===== src/rtl/bip_uart_report_if.sv =====
// rtl/bip_uart_report_if.sv - halt/result inputs and UART status outputs of the BIP result reporter
interface bip_uart_report_if #(
  parameter int NB_ADDR   = 11,
  parameter int RAM_WIDTH = 16
);
  logic                 i_halt;
  logic [NB_ADDR-1:0]   i_counter;
  logic [RAM_WIDTH-1:0] i_acc;
  logic                 o_tx;
  logic                 o_busy;
  logic                 o_done;

  modport master (
    output i_halt, i_counter, i_acc,
    input  o_tx, o_busy, o_done
  );

  modport slave (
    input  i_halt, i_counter, i_acc,
    output o_tx, o_busy, o_done
  );
endinterface


===== src/rtl/bip_uart_report.sv =====
// rtl/bip_uart_report.sv - on CPU halt, sends cycle count and accumulator once as an 8N1 UART frame
// Optional trailing XOR checksum byte is enabled by defining BIP_REPORT_CHKSUM_EN.
module bip_uart_report #(
  parameter int NB_ADDR   = 11,
  parameter int RAM_WIDTH = 16,
  parameter int CLK_FREQ  = 100000000,
  parameter int BAUD_RATE = 9600
) (
  input logic               i_clk,
  input logic               i_rst,
  bip_uart_report_if.slave  bus
);
  localparam int DIV = CLK_FREQ / BAUD_RATE;
  localparam int CW  = (DIV > 1) ? $clog2(DIV) : 1;
  localparam logic [CW-1:0] BAUD_LAST = CW'(DIV - 1);
`ifdef BIP_REPORT_CHKSUM_EN
  localparam logic [2:0] LAST_BYTE = 3'd5;
`else
  localparam logic [2:0] LAST_BYTE = 3'd4;
`endif

  typedef enum logic [2:0] {IDLE, START, DATA, STOP, DONE} state_t;

  state_t               state;
  state_t               state_next;
  logic                 halt_q;
  logic [CW-1:0]        baud_cnt;
  logic [2:0]           bit_idx;
  logic [2:0]           byte_idx;
  logic [15:0]          cnt_lat;
  logic [15:0]          acc_lat;
  logic [NB_ADDR-1:0]   counter_in;
  logic [RAM_WIDTH-1:0] acc_in;
  logic [15:0]          cnt_ext;
  logic [15:0]          acc_ext;
  logic [7:0]           cur_byte;
  logic                 trigger;
  logic                 baud_wrap;
  logic                 tx_next;
  logic                 tx_reg;
  logic                 busy_reg;
  logic                 done_reg;
`ifdef BIP_REPORT_CHKSUM_EN
  logic [7:0]           chk_lat;
`endif

  assign counter_in = bus.i_counter;
  assign acc_in     = bus.i_acc;
  assign cnt_ext    = 16'(counter_in);
  assign acc_ext    = 16'(acc_in);

  assign bus.o_tx   = tx_reg;
  assign bus.o_busy = busy_reg;
  assign bus.o_done = done_reg;

  always_comb begin
    cur_byte = 8'hA5;
    case (byte_idx)
      3'd1:    cur_byte = cnt_lat[15:8];
      3'd2:    cur_byte = cnt_lat[7:0];
      3'd3:    cur_byte = acc_lat[15:8];
      3'd4:    cur_byte = acc_lat[7:0];
`ifdef BIP_REPORT_CHKSUM_EN
      3'd5:    cur_byte = chk_lat;
`endif
      default: cur_byte = 8'hA5;
    endcase
  end

  always_ff @(posedge i_clk or posedge i_rst) begin
    if (i_rst) begin
      state <= IDLE;
    end else begin
      state <= state_next;
    end
  end

  // tx_next describes the current bit; registering it keeps o_tx glitch-free at a one-cycle lag
  always_comb begin
    state_next = state;
    trigger    = 1'b0;
    tx_next    = 1'b1;
    baud_wrap  = (baud_cnt == BAUD_LAST);
    case (state)
      IDLE: begin
        if (bus.i_halt && !halt_q && !done_reg) begin
          trigger    = 1'b1;
          state_next = START;
        end
      end
      START: begin
        tx_next = 1'b0;
        if (baud_wrap) state_next = DATA;
      end
      DATA: begin
        tx_next = cur_byte[bit_idx];
        if (baud_wrap && (bit_idx == 3'd7)) state_next = STOP;
      end
      STOP: begin
        if (baud_wrap) state_next = (byte_idx == LAST_BYTE) ? DONE : START;
      end
      DONE:    state_next = DONE;
      default: state_next = IDLE;
    endcase
  end

  always_ff @(posedge i_clk or posedge i_rst) begin
    if (i_rst) begin
      halt_q   <= 1'b0;
      tx_reg   <= 1'b1;
      busy_reg <= 1'b0;
      done_reg <= 1'b0;
      baud_cnt <= '0;
      bit_idx  <= 3'd0;
      byte_idx <= 3'd0;
      cnt_lat  <= 16'd0;
      acc_lat  <= 16'd0;
`ifdef BIP_REPORT_CHKSUM_EN
      chk_lat  <= 8'd0;
`endif
    end else begin
      halt_q <= bus.i_halt;
      tx_reg <= tx_next;
      if (trigger) begin
        cnt_lat  <= cnt_ext;
        acc_lat  <= acc_ext;
        busy_reg <= 1'b1;
        baud_cnt <= '0;
        bit_idx  <= 3'd0;
        byte_idx <= 3'd0;
`ifdef BIP_REPORT_CHKSUM_EN
        chk_lat  <= 8'hA5 ^ cnt_ext[15:8] ^ cnt_ext[7:0] ^ acc_ext[15:8] ^ acc_ext[7:0];
`endif
      end else if (state inside {START, DATA, STOP}) begin
        baud_cnt <= baud_wrap ? '0 : baud_cnt + CW'(1);
        if (baud_wrap && (state == DATA)) bit_idx <= bit_idx + 3'd1;
        if (baud_wrap && (state == STOP) && (byte_idx != LAST_BYTE)) byte_idx <= byte_idx + 3'd1;
      end
      if ((state_next == DONE) && (state != DONE)) begin
        busy_reg <= 1'b0;
        done_reg <= 1'b1;
      end
    end
  end
endmodule


===== src/flat_wrapper.sv =====
// flat-port wrapper written by rule: the top's interface ports become plain ports
module bip_uart_report_flat 
#(
  parameter int NB_ADDR   = 11,
  parameter int RAM_WIDTH = 16,
  parameter int CLK_FREQ  = 100000000,
  parameter int BAUD_RATE = 9600
)
  (i_clk, i_rst, bus_i_halt, bus_i_counter, bus_i_acc, bus_o_tx, bus_o_busy, bus_o_done);
  bip_uart_report_if #(.NB_ADDR(NB_ADDR), .RAM_WIDTH(RAM_WIDTH)) bus_i ();
  input logic i_clk;
  input logic i_rst;
  input wire logic [$bits(bus_i.i_halt)-1:0] bus_i_halt;
  input wire logic [$bits(bus_i.i_counter)-1:0] bus_i_counter;
  input wire logic [$bits(bus_i.i_acc)-1:0] bus_i_acc;
  output wire logic [$bits(bus_i.o_tx)-1:0] bus_o_tx;
  output wire logic [$bits(bus_i.o_busy)-1:0] bus_o_busy;
  output wire logic [$bits(bus_i.o_done)-1:0] bus_o_done;
  assign bus_i.i_halt = bus_i_halt;
  assign bus_i.i_counter = bus_i_counter;
  assign bus_i.i_acc = bus_i_acc;
  assign bus_o_tx = bus_i.o_tx;
  assign bus_o_busy = bus_i.o_busy;
  assign bus_o_done = bus_i.o_done;
  bip_uart_report #(.NB_ADDR(NB_ADDR), .RAM_WIDTH(RAM_WIDTH), .CLK_FREQ(CLK_FREQ), .BAUD_RATE(BAUD_RATE)) u_core (.i_clk(i_clk), .i_rst(i_rst), .bus(bus_i));
endmodule

===== config.mk =====
export PLATFORM = sky130hd
export DESIGN_NAME = bip_uart_report_flat
export DESIGN_NICKNAME = d
export VERILOG_FILES = /design/src/rtl/bip_uart_report_if.sv /design/src/rtl/bip_uart_report.sv /design/src/flat_wrapper.sv
export SDC_FILE = /design/constraint.sdc
export NUM_CORES = 1
export LEC_CHECK = 0
export CORE_UTILIZATION = 45
export DETAILED_ROUTE_END_ITERATION = 12
export PLACE_DENSITY = 0.68
export SLEW_MARGIN = 5
export SYNTH_ARGS = -nofsm -noshare
export SYNTH_HDL_FRONTEND = slang
export SYNTH_SLANG_ARGS = --single-unit

===== constraint.sdc =====
create_clock -name i_clk -period 2.65 [get_ports i_clk]
set_input_delay 0.3975 -clock i_clk [delete_from_list [all_inputs] [get_ports i_clk]]
set_output_delay 0.3975 -clock i_clk [all_outputs]
set_load 0.05 [all_outputs]

==> results.sh <==
export IMPL_ys_seq_area_share_pct=49.1
export IMPL_synth_cells=304
export IMPL_ios=33
export IMPL_synth_most_common_cell="nand2_1"
export IMPL_ys_flop_type="dfrtp_1"
export IMPL_synthTopCellsByCount="nand2_1, dfrtp_1, nor2_1, a21oi_1, nand3_1"
export IMPL_cts_resized=0
export IMPL_yosysUniqueCellTypes=48
export IMPL_post_route_util_pct=54.6
export IMPL_grt_max_degree=37
export IMPL_crit_path_start_kind="flip-flop"
export IMPL_ant_nets=0
export IMPL_tightestPinTransition_ps=610
export IMPL_antenna_found_initial=0
export IMPL_setup_violations=0
export IMPL_tns_ps=0
export IMPL_avgViaCountPerCell=5.30
export IMPL_final_nets=370
export IMPL_drv_slew=0
export IMPL_grt_setup_unrepaired="no"
export IMPL_area_delta_synth_final_pct=17.4
export IMPL_peakVddDrop_v=0.000281
export IMPL_synth_async_reset_ratio_pct=100
export IMPL_cts_tree="yes"
export IMPL_wire_per_inst_um=14.1
export IMPL_synth_edf_count=0
export IMPL_p_leak_nw=1.51
export IMPL_yosys_area_top_type="dfrtp_1"
export IMPL_grt_pass1_vias=2109
export IMPL_avgSynthCellArea_um2=9.06
export IMPL_max_cap_violations=0
export IMPL_slew_headroom_pct=59.2
export IMPL_overflow=0
export IMPL_powerDensity_nw_per_um2=572
export IMPL_die_width_um=80.2
export IMPL_track_usage_pct=20.7
export IMPL_antenna_cells=0
export IMPL_cp_required_ps=2880
export IMPL_fillers=558
export IMPL_grt_first_pass_wirelength_mm=10.1
export IMPL_cts_hold_buf=0
export IMPL_post_route_drc_count=0
export IMPL_drive_gt1_share_pct=7.51
export IMPL_num_rows=28
export IMPL_crit_path_end_kind="flip-flop"
export IMPL_die_h_um=80.2
export IMPL_fin_ws_ps=502
export IMPL_via_count=2162
export IMPL_io_buffers=32
export IMPL_start_util_pct=46.5
export IMPL_fin_crit_sh_pct=81.0
export IMPL_synth_nets=342
export IMPL_cts_setup_buffers=0
export IMPL_synth_area_um2=2750
export IMPL_hold_viol=0
export IMPL_yosys_warnings=0
export IMPL_clk_pin_slew_worst_paths_ps=100
export IMPL_place_ws_ps=192
export IMPL_synth_area_leaders="dfrtp_1, nand2_1, ha_1, xnor2_1, nor2_1"
export IMPL_cts_root_buffer="clkbuf_8"
export IMPL_htree_levels=2
export IMPL_fmax_ghz=0.466
export IMPL_fin_crit_ps=2150
export IMPL_skew_ps=14.5
export IMPL_cts_sinks=54
export IMPL_dieArea_um2=6440
export IMPL_path_class="flip-flop to flip-flop"
export IMPL_first_pass_iters=4
export IMPL_clockBufferDepth=2
export IMPL_clock_latency_ps=310
export IMPL_final_cells=408
export IMPL_place_gp_congestion=0.816
export IMPL_worstRegToRegCells=6
export IMPL_worstPathMaxFanout=10
export IMPL_routed_wl_mm=5.75
export IMPL_synth_seq_cells=54
export IMPL_core_um2=5920
export IMPL_numCtsBuffers=5
export IMPL_dp_cells=400
export IMPL_dp_hpwl_mm=4.12
export IMPL_arrival_ps=2370
export IMPL_status="completed"
export IMPL_hp_class="primary input to asynchronous set/reset pin"
export IMPL_synth_top_area_share_pct=48.2
export IMPL_drt_iter0_drc=144
[critical path, stage by stage, from the launching register on]
cell	delay [ps]
dfrtp_1	440
ha_1	220
ha_1	300
a221o_1	360
a31oi_1	140
o221ai_1	140
a2111o_1	450
[power by group]
group          switching (W)  leakage (nW)  internal (W)
registers           0.000113         0.677      0.000917
logic               0.000152         0.778      0.000171
clock network       0.000279        0.0514      0.000216
total               0.000544          1.51       0.00130
[flip-flops by register name (all words and copies together) (netlist names)]
register,flops
u_core.acc_lat,16
u_core.baud_cnt,14
u_core.cnt_lat,11
u_core.bit_idx,3
u_core.byte_idx,3
u_core.state,3
u_core.bus.o_busy,1
u_core.bus.o_done,1
u_core.bus.o_tx,1
u_core.halt_q,1
[worst paths after layout]
check | start | to | slack, ps
setup / recovery | u_core.byte_idx[0] | u_core.bus.o_tx | 500
hold / removal | i_rst | u_core.acc_lat[12] | 430
setup reg to reg | u_core.byte_idx[0] | u_core.bus.o_tx | 500
hold reg to reg | u_core.cnt_lat[9] | u_core.cnt_lat[9] | 490
max in group asynchronous | i_rst | u_core.bus.o_tx | 1550
min in group i_clk | u_core.cnt_lat[9] | u_core.cnt_lat[9] | 490
[logic make-up (layout without fill, tap and decap cells)]
logic type               after synthesis  in the layout  synth area share [%]
adder cells (fa/ha/maj)                8              8                  3.63
AND/OR/NAND/NOR                      159            159                  27.6
multiplexers                           3              3                  1.09
XOR/XNOR                              14             14                  4.45
AO/OA/AOI/OAI                         39             39                  9.72
flip-flops                            54             54                  49.1
buffers and inverters                 27             56                  4.41
[metal layers]
layer  GRT usage, %  vias to the layer above  part of all wire, %
li1               -                     1077                    -
met1           30.7                     1042                   51
met2           30.7                       37                   45
met5              0                        -                    0
met3           5.00                        6                  3.0
met4           4.11                        0                 0.89
[cell usage in the layout, fill, tap and decap left out, types with 4 or more instances in the layout]
| master | synthesis | final |
|---|---|---|
| a21oi_1 | 14 | 14 |
| buf_4 | 3 | 5 |
| clkbuf_8 | 0 | 6 |
| clkdlybuf4s50_1 | 0 | 32 |
| dfrtp_1 | 53 | 53 |
| ha_1 | 8 | 8 |
| inv_1 | 11 | 10 |
| nand2_1 | 94 | 94 |
| nand3_1 | 14 | 14 |
| nand4_1 | 5 | 5 |
| nor2_1 | 19 | 19 |
| nor3_1 | 4 | 4 |
| o21ai_0 | 7 | 7 |
| xnor2_1 | 9 | 9 |
| xor2_1 | 5 | 5 |
[metrics by stage]
stage                     hold slack [ps]  cell area [um^2]  total power (W)
after floorplan                       429              2750          0.00125
after global placement                461              3130          0.00135
after detailed placement              464              3130          0.00137
after CTS                             450              3230          0.00186
after global routing                  501              3230          0.00196
final                                 428              3230          0.00185
[layout make-up]
class	instances	area (um^2)	area share, %
Timing Repair Buffer	37	358	11.1
Inverter	11	41.3	1.28
Multi-Input combinational cell	223	1290	39.8
Sequential cell	54	1350	41.9
Clock inverter	2	17.5	0.542
Clock buffer	6	82.6	2.56
Tap cell	75	93.8	2.90
Note: power is estimated with default switching activity, not from simulation.
